File: src/rtl/div_scheduler.sv
// div_scheduler
//
// Purpose:
//   Time-shares one sequential restoring divider between four requesters.
//   A round-robin arbiter picks one pending request while the unit is idle.
//   The unit latches that requester's operands and produces one quotient bit
//   per clock. It then returns the quotient, the remainder, a
//   divide-by-zero flag and the requester index.
//
// Ports:
//   clk          rising-edge clock
//   rst_n        asynchronous active-low reset
//   req[3:0]     per-requester request, held with stable operands until grant
//   dividend_in  packed dividends, requester i at [i*WIDTH +: WIDTH]
//   divisor_in   packed divisors, same packing
//   grant[3:0]   one-hot, one cycle, marks the accepted request
//   busy         high whenever the unit is not idle
//   done         one-cycle pulse, result outputs valid in that cycle
//   done_id      requester index of the result on the outputs
//   quotient     floor(dividend / divisor), all ones on divide-by-zero
//   remainder    dividend mod divisor, the dividend on divide-by-zero
//   error        result came from a zero divisor
module div_scheduler #(
  parameter int WIDTH = 8
) (
  input  logic                 clk,
  input  logic                 rst_n,
  input  logic [3:0]           req,
  input  logic [4*WIDTH-1:0]   dividend_in,
  input  logic [4*WIDTH-1:0]   divisor_in,
  output logic [3:0]           grant,
  output logic                 busy,
  output logic                 done,
  output logic [1:0]           done_id,
  output logic [WIDTH-1:0]     quotient,
  output logic [WIDTH-1:0]     remainder,
  output logic                 error
);

  localparam int CW = $clog2(WIDTH);

  typedef enum logic [1:0] {IDLE, CALC, DONE} state_t;

  state_t           state_q, state_d;
  logic [1:0]       ptr_q, ptr_d;
  logic [3:0]       grant_q, grant_d;
  logic             busy_q, busy_d;
  logic             done_q, done_d;
  logic [1:0]       done_id_q, done_id_d;
  logic [WIDTH-1:0] quotient_q, quotient_d;
  logic [WIDTH-1:0] remainder_q, remainder_d;
  logic             error_q, error_d;

  // Divider working registers. They are never reset because they are
  // always reloaded on accept. The partial remainder of a restoring
  // divider stays below the divisor, so WIDTH bits hold it. The extra
  // sign bit only exists in the trial difference.
  logic [WIDTH-1:0] r_q, r_d;
  logic [WIDTH-1:0] q_q, q_d;
  logic [WIDTH-1:0] dvsr_q, dvsr_d;
  logic [CW-1:0]    cnt_q, cnt_d;

  logic             win_found;
  logic [1:0]       win_idx;
  logic [WIDTH-1:0] sel_dvd;
  logic [WIDTH-1:0] sel_dvs;
  logic [WIDTH:0]   shift_v;
  logic [WIDTH:0]   trial;

  // Round-robin search starting at ptr. The first requesting index wins.
  always_comb begin
    win_found = 1'b0;
    win_idx   = 2'd0;
    for (int k = 0; k < 4; k++) begin
      logic [1:0] idx;
      idx = ptr_q + 2'(k);
      if (!win_found && req[idx]) begin
        win_found = 1'b1;
        win_idx   = idx;
      end
    end
  end

  assign sel_dvd = dividend_in[win_idx*WIDTH +: WIDTH];
  assign sel_dvs = divisor_in[win_idx*WIDTH +: WIDTH];

  // One restoring step: bring in the next dividend bit and try a subtract.
  assign shift_v = {r_q, q_q[WIDTH-1]};
  assign trial   = shift_v - {1'b0, dvsr_q};

  always_comb begin
    state_d     = state_q;
    ptr_d       = ptr_q;
    grant_d     = 4'b0000;
    done_d      = 1'b0;
    done_id_d   = done_id_q;
    quotient_d  = quotient_q;
    remainder_d = remainder_q;
    error_d     = error_q;
    r_d         = r_q;
    q_d         = q_q;
    dvsr_d      = dvsr_q;
    cnt_d       = cnt_q;

    case (state_q)
      IDLE: begin
        if (win_found) begin
          ptr_d     = win_idx + 2'd1;
          grant_d   = 4'b0001 << win_idx;
          done_id_d = win_idx;
          dvsr_d    = sel_dvs;
          if (sel_dvs == '0) begin
            // A zero divisor skips the iteration and reports at once.
            state_d     = DONE;
            done_d      = 1'b1;
            error_d     = 1'b1;
            quotient_d  = '1;
            remainder_d = sel_dvd;
          end else begin
            state_d = CALC;
            r_d     = '0;
            q_d     = sel_dvd;
            cnt_d   = CW'(WIDTH - 1);
          end
        end
      end

      CALC: begin
        if (!trial[WIDTH]) begin
          r_d = trial[WIDTH-1:0];
          q_d = {q_q[WIDTH-2:0], 1'b1};
        end else begin
          r_d = shift_v[WIDTH-1:0];
          q_d = {q_q[WIDTH-2:0], 1'b0};
        end
        cnt_d = cnt_q - 1'b1;
        if (cnt_q == '0) begin
          state_d     = DONE;
          done_d      = 1'b1;
          error_d     = 1'b0;
          quotient_d  = q_d;
          remainder_d = r_d;
        end
      end

      DONE: begin
        state_d = IDLE;
      end

      default: begin
        state_d = IDLE;
      end
    endcase

    // busy is registered from the next state. It rises with grant and
    // falls in the first idle cycle.
    busy_d = (state_d != IDLE);
  end

  always_ff @(posedge clk or negedge rst_n) begin
    if (!rst_n) begin
      state_q     <= IDLE;
      ptr_q       <= 2'd0;
      grant_q     <= 4'b0000;
      busy_q      <= 1'b0;
      done_q      <= 1'b0;
      done_id_q   <= 2'd0;
      quotient_q  <= '0;
      remainder_q <= '0;
      error_q     <= 1'b0;
    end else begin
      state_q     <= state_d;
      ptr_q       <= ptr_d;
      grant_q     <= grant_d;
      busy_q      <= busy_d;
      done_q      <= done_d;
      done_id_q   <= done_id_d;
      quotient_q  <= quotient_d;
      remainder_q <= remainder_d;
      error_q     <= error_d;
    end
  end

  always_ff @(posedge clk) begin
    r_q    <= r_d;
    q_q    <= q_d;
    dvsr_q <= dvsr_d;
    cnt_q  <= cnt_d;
  end

  assign grant     = grant_q;
  assign busy      = busy_q;
  assign done      = done_q;
  assign done_id   = done_id_q;
  assign quotient  = quotient_q;
  assign remainder = remainder_q;
  assign error     = error_q;

endmodule

File: config.mk
export PLATFORM = sky130hd
export DESIGN_NAME = div_scheduler
export DESIGN_NICKNAME = d
export VERILOG_FILES = /design/src/rtl/div_scheduler.sv
export SDC_FILE = /design/constraint.sdc
export NUM_CORES = 1
export LEC_CHECK = 0
export CORE_MARGIN = 2
export CORE_UTILIZATION = 40
export CTS_BUF_LIST = sky130_fd_sc_hd__clkbuf_4
export DETAILED_ROUTE_END_ITERATION = 8
export DONT_BUFFER_PORTS = 1
export GPL_TIMING_DRIVEN = 0
export PLACE_DENSITY_LB_ADDON = 0.2
export SKIP_LAST_GASP = 1
export SYNTH_ARGS = -nofsm -noshare
export SYNTH_HDL_FRONTEND = slang
export SYNTH_SLANG_ARGS = --single-unit
File: constraint.sdc
create_clock -name clk -period 4.59 [get_ports clk]
set_clock_uncertainty 0.15 [all_clocks]
set_input_delay 0.459 -clock clk [delete_from_list [all_inputs] [get_ports clk]]
set_output_delay 0.459 -clock clk [all_outputs]
set_load 0.05 [all_outputs]
==> results_tabular.tex <==
\begin{tabular}{lr}
\hline
Metric & Value \\
\hline
\multicolumn{2}{l}{\textbf{Outcome}} \\
\quad Result of the run & finished clean \\
\multicolumn{2}{l}{\textbf{Route}} \\
\quad Drt total wl & 7.51 mm \\
\quad Count of antenna-violating nets left after detailed routing & 0 \\
\quad Per-cell via count in the routed design & 5.44 \\
\quad Drt drc & 0 \\
\quad Total number of vias & 2529 \\
\quad Drt wl/cell & 16.1 um \\
\quad Drt pass-1 iters & 4 \\
\quad Violation count after the first detailed-routing iteration & 143 \\
\multicolumn{2}{l}{\textbf{Timing}} \\
\quad Headroom to the max-slew limit & 45.7\% \\
\quad Total Negative Setup Slacks & 0 ns \\
\quad Fin crit share & 80.1\% \\
\quad Final number of hold-violating endpoints & 0 \\
\quad RSZ-0062 raised after global routing & no \\
\quad Final setup vio count & 0 \\
\quad Pin slew with the least headroom to its limit & 0.813 ns \\
\quad Number of max-slew violations in the final report & 0 \\
\quad Fin crit period & 3.68 ns \\
\quad F\_max & 272 MHz \\
\multicolumn{2}{l}{\textbf{Logic synthesis}} \\
\quad Post-synthesis cell type with the largest combined area & edfxtp\_1 \\
\quad Area share of the leading cell type in the synthesized netlist & 24.8\% \\
\quad Gate Count Post-Synth & 353 \\
\quad Leading post-synthesis cells by instance count & nand2\_1, nor2\_1, dfrtp\_1 \\
\quad Fraction of the mapped netlist area in simple logic gates & 22.9\% \\
\quad Main combinational cell family by area after synthesis & simple AND/OR/NAND/NOR gates \\
\quad Fraction of synthesis flops using an asynchronous set or reset pin & 51.8\% \\
\quad Library cells used by synthesis & 46 \\
\quad Number of nets produced by synthesis & 438 \\
\quad Primary FF master, synth & dfrtp\_1 \\
\quad Sequential area share after synthesis & 47.0\% \\
\quad Share of synthesized area spent on multiplexers & 4.67\% \\
\quad Most common cell in the synthesized netlist & nand2\_1 \\
\quad Mean Syn Cell Area & 9.27 um2 \\
\quad Warnings from Yosys & 0 \\
\quad Netlist area before placement & 0.00327 mm2 \\
\quad Synthesized-area fraction occupied by adder cells & 5.97\% \\
\quad Share of the synthesized area in compound gates (AO/OA/AOI/OAI) & 12.8\% \\
\quad Xor/xnor share of the synthesized area & 1.87\% \\
\quad Number of synthesized flops with an enable pin & 27 \\
\quad \#FFs+latches synth & 56 \\
\quad Largest cells by area after synthesis & edfxtp\_1, dfrtp\_1, nand2\_1 \\
\multicolumn{2}{l}{\textbf{Floorplanning}} \\
\quad Die height & 94.4 um \\
\quad Die width & 94.4 um \\
\quad Placeable core region & 0.00781 mm2 \\
\quad Top Ports & 95 \\
\quad Initial standard-cell utilization of the core & 41.9\% \\
\quad Row count & 32 \\
\quad Die footprint & 0.00892 mm2 \\
\multicolumn{2}{l}{\textbf{Critical path}} \\
\quad Cell class contributing the biggest share of worst-path delay & compound AO/OA/AOI/OAI gates \\
\quad Sum of buffers and inverters on the critical path & 2 \\
\quad Critical path start-end classification & reg -> reg \\
\quad CP peak stage delay & 0.59 ns \\
\quad Critical Path, Cell by Cell & inv\_1, ha\_1, fa\_1, nand2b\_1, a21oi\_1, o21ai\_0, xnor2\_1, clkbuf\_1, o21ai\_0, o21ai\_0, mux2\_2 \\
\quad Maximum fanout count along the critical path & 10 \\
\quad Data arrival time of the critical path & 3.86 ns \\
\quad Element type at the critical path end & register \\
\quad Worst Setup Start Kind & register \\
\quad Data required time of the worst path & 4.77 ns \\
\quad Worst setup startpoint & q\_q[7] \\
\quad FF-to-FF Start & q\_q[7] \\
\quad Slowest library cell on the worst path & xnor2\_1 \\
\quad Crit-path most repeated cell & o21ai\_0 \\
\multicolumn{2}{l}{\textbf{Clock network}} \\
\quad Clock buffer count from CTS & 5 \\
\quad Clock root buffer master & clkbuf\_4 \\
\quad CTS tree & built \\
\quad Post-CTS Repair Setup Buffers & 0 \\
\quad Post-cts gate resize count & 0 \\
\quad Clock latency of the later-clocked register in the worst-skew pair & 0.39 ns \\
\quad Maximum buffer depth of the clock tree & 2 \\
\quad Clk pin slew, worst setup/hold paths & 0.15 ns \\
\quad Number of sinks on the clock net & 56 \\
\quad Hold-fix buffers at CTS & 2 \\
\quad Deepest level of the CTS H-tree & 2 \\
\multicolumn{2}{l}{\textbf{Pwr}} \\
\quad Cell area power density & 786 mW/mm2 \\
\quad Overall power of the completed layout & 2740 uW \\
\quad Leakage power total & 0.00146 uW \\
\quad Worst IR Drop VDD & 251 uV \\
\multicolumn{2}{l}{\textbf{Global route}} \\
\quad Global-route wire length before repair & 11.8 mm \\
\quad Antenna violations before repair & 0 \\
\quad Number of global-route vias before repair & 2404 \\
\quad Largest net degree at the start of global routing & 30 \\
\quad GR Overflow Total & 0 \\
\quad Total track usage & 17.1\% \\
\multicolumn{2}{l}{\textbf{Job}} \\
\quad \# Max-Cap Violations & 0 \\
\multicolumn{2}{l}{\textbf{Placed design}} \\
\quad Detailed placement HPWL & 5.86 mm \\
\quad Cell Area, Placed & 0.00340 mm2 \\
\quad Cell count after placement & 455 \\
\quad Final weighted congestion in routability-driven placement & 0.815 \\
\quad Port bufs & 0 \\
\multicolumn{2}{l}{\textbf{Cells and area}} \\
\quad Cell area after layout & 0.00349 mm2 \\
\quad Area grow syn2layout & 6.58\% \\
\quad Final nets & 447 \\
\quad Share of layout cells above drive strength 1 & 8.82\% \\
\quad Number of antenna diodes & 0 \\
\quad Post-route non-filler standard cell count & 465 \\
\quad Multi-input gate area & 0.00158 mm2 \\
\quad Flip-flop and latch area & 0.00154 mm2 \\
\quad Filler Cells Inserted & 785 \\
\multicolumn{2}{l}{\textbf{Hold path}} \\
\quad Hold Path Origin & divisor\_in[1] \\
\quad Hold Path Class & in -> reg \\
\hline
\end{tabular}
## power by group
part	leakage, uW	switching (uW)	total, uW	internal (uW)
Clock	0.0000359	162	224	61.8
Sequential	0.000615	431	1230	800
Combinational	0.000805	783	1290	503
## layer usage
metal	part of all wire (%)	track usage (%)	up-vias
li1	-	-	1251
met1	46	24.1	1159
met2	43	26.3	112
met3	10	4.79	7
met4	0.91	3.62	0
met5	0	0	-
## cells by family (layout without fill, tap and decap cells)
kind of cell	count (synthesis)	after routing
xor+xnor	7	7
flops	56	56
fa+ha+maj	15	15
buf+inv	37	47
simple gates	158	158
compound gates	66	66
mux	14	14
## flip-flops by register name, summed over array words and instances (netlist names), 2 cells and up
name / cells
cnt_q: 3
done_id: 2
dvsr_q: 8
grant: 4
ptr_q: 2
q_q: 8
quotient: 8
r_q: 8
remainder: 8
state_q: 2
## cell usage in the layout, fill, tap and decap left out, types with 2 or more instances in the layout
cell	n
clkbuf_4	5
nor2b_1	2
a22oi_1	2
a21o_1	2
buf_4	2
inv_1	15
nor2_1	36
a211oi_1	16
dfrtp_1	29
nand2_1	62
o21ai_0	17
o21a_1	2
edfxtp_1	27
buf_1	2
o22ai_1	4
nor4_1	2
nand2b_1	3
buf_2	3
xnor2_1	6
nand3_1	21
mux2_2	10
clkinv_1	2
ha_1	14
a21oi_1	18
mux2i_1	4
nor3b_1	17
clkbuf_1	11
and2_1	5
## metrics by stage
stage                     util [%]  setup slack [ns]  hold WS [ns]
after floorplan                  -              1.53        0.0134
after global placement        43.5              1.02        0.0140
after detailed placement      43.5             0.973        0.0141
after CTS                     44.7             0.930         0.149
after global routing          44.7             0.662         0.179
final                         44.7             0.914         0.169
## area by class of cell
cell class	instances	area share [%]
flip-flops and latches	56	44.1
clock buffers	5	1.08
multi-input cells	260	45.2
clock inverters	3	0.574
inverters	18	1.94
repair buffers	2	0.861
well taps	102	3.66
plain buffers	19	2.58
## path summary, 6_finish.rpt
kind / slack [ns] / depth (start not counted) / endpoint
max: 0.91 / 11 / remainder[0]
min: 0.17 / 2 / dvsr_q[1]
max reg2reg: 0.91 / 11 / remainder[0]
min reg2reg: 0.41 / 2 / quotient[1]
max in group asynchronous: 3.78 / 2 / busy
min in group asynchronous: 0.34 / 2 / remainder[4]
## worst register-to-register path, cell delays in order, from the launching register on
cell and delay (ns):
edfxtp_1 0.40, inv_1 0.05, ha_1 0.22, fa_1 0.40
nand2b_1 0.16, a21oi_1 0.28, o21ai_0 0.19, xnor2_1 0.59
clkbuf_1 0.42, o21ai_0 0.18, o21ai_0 0.36, mux2_2 0.23
Note: power is estimated with default switching activity, not from simulation.
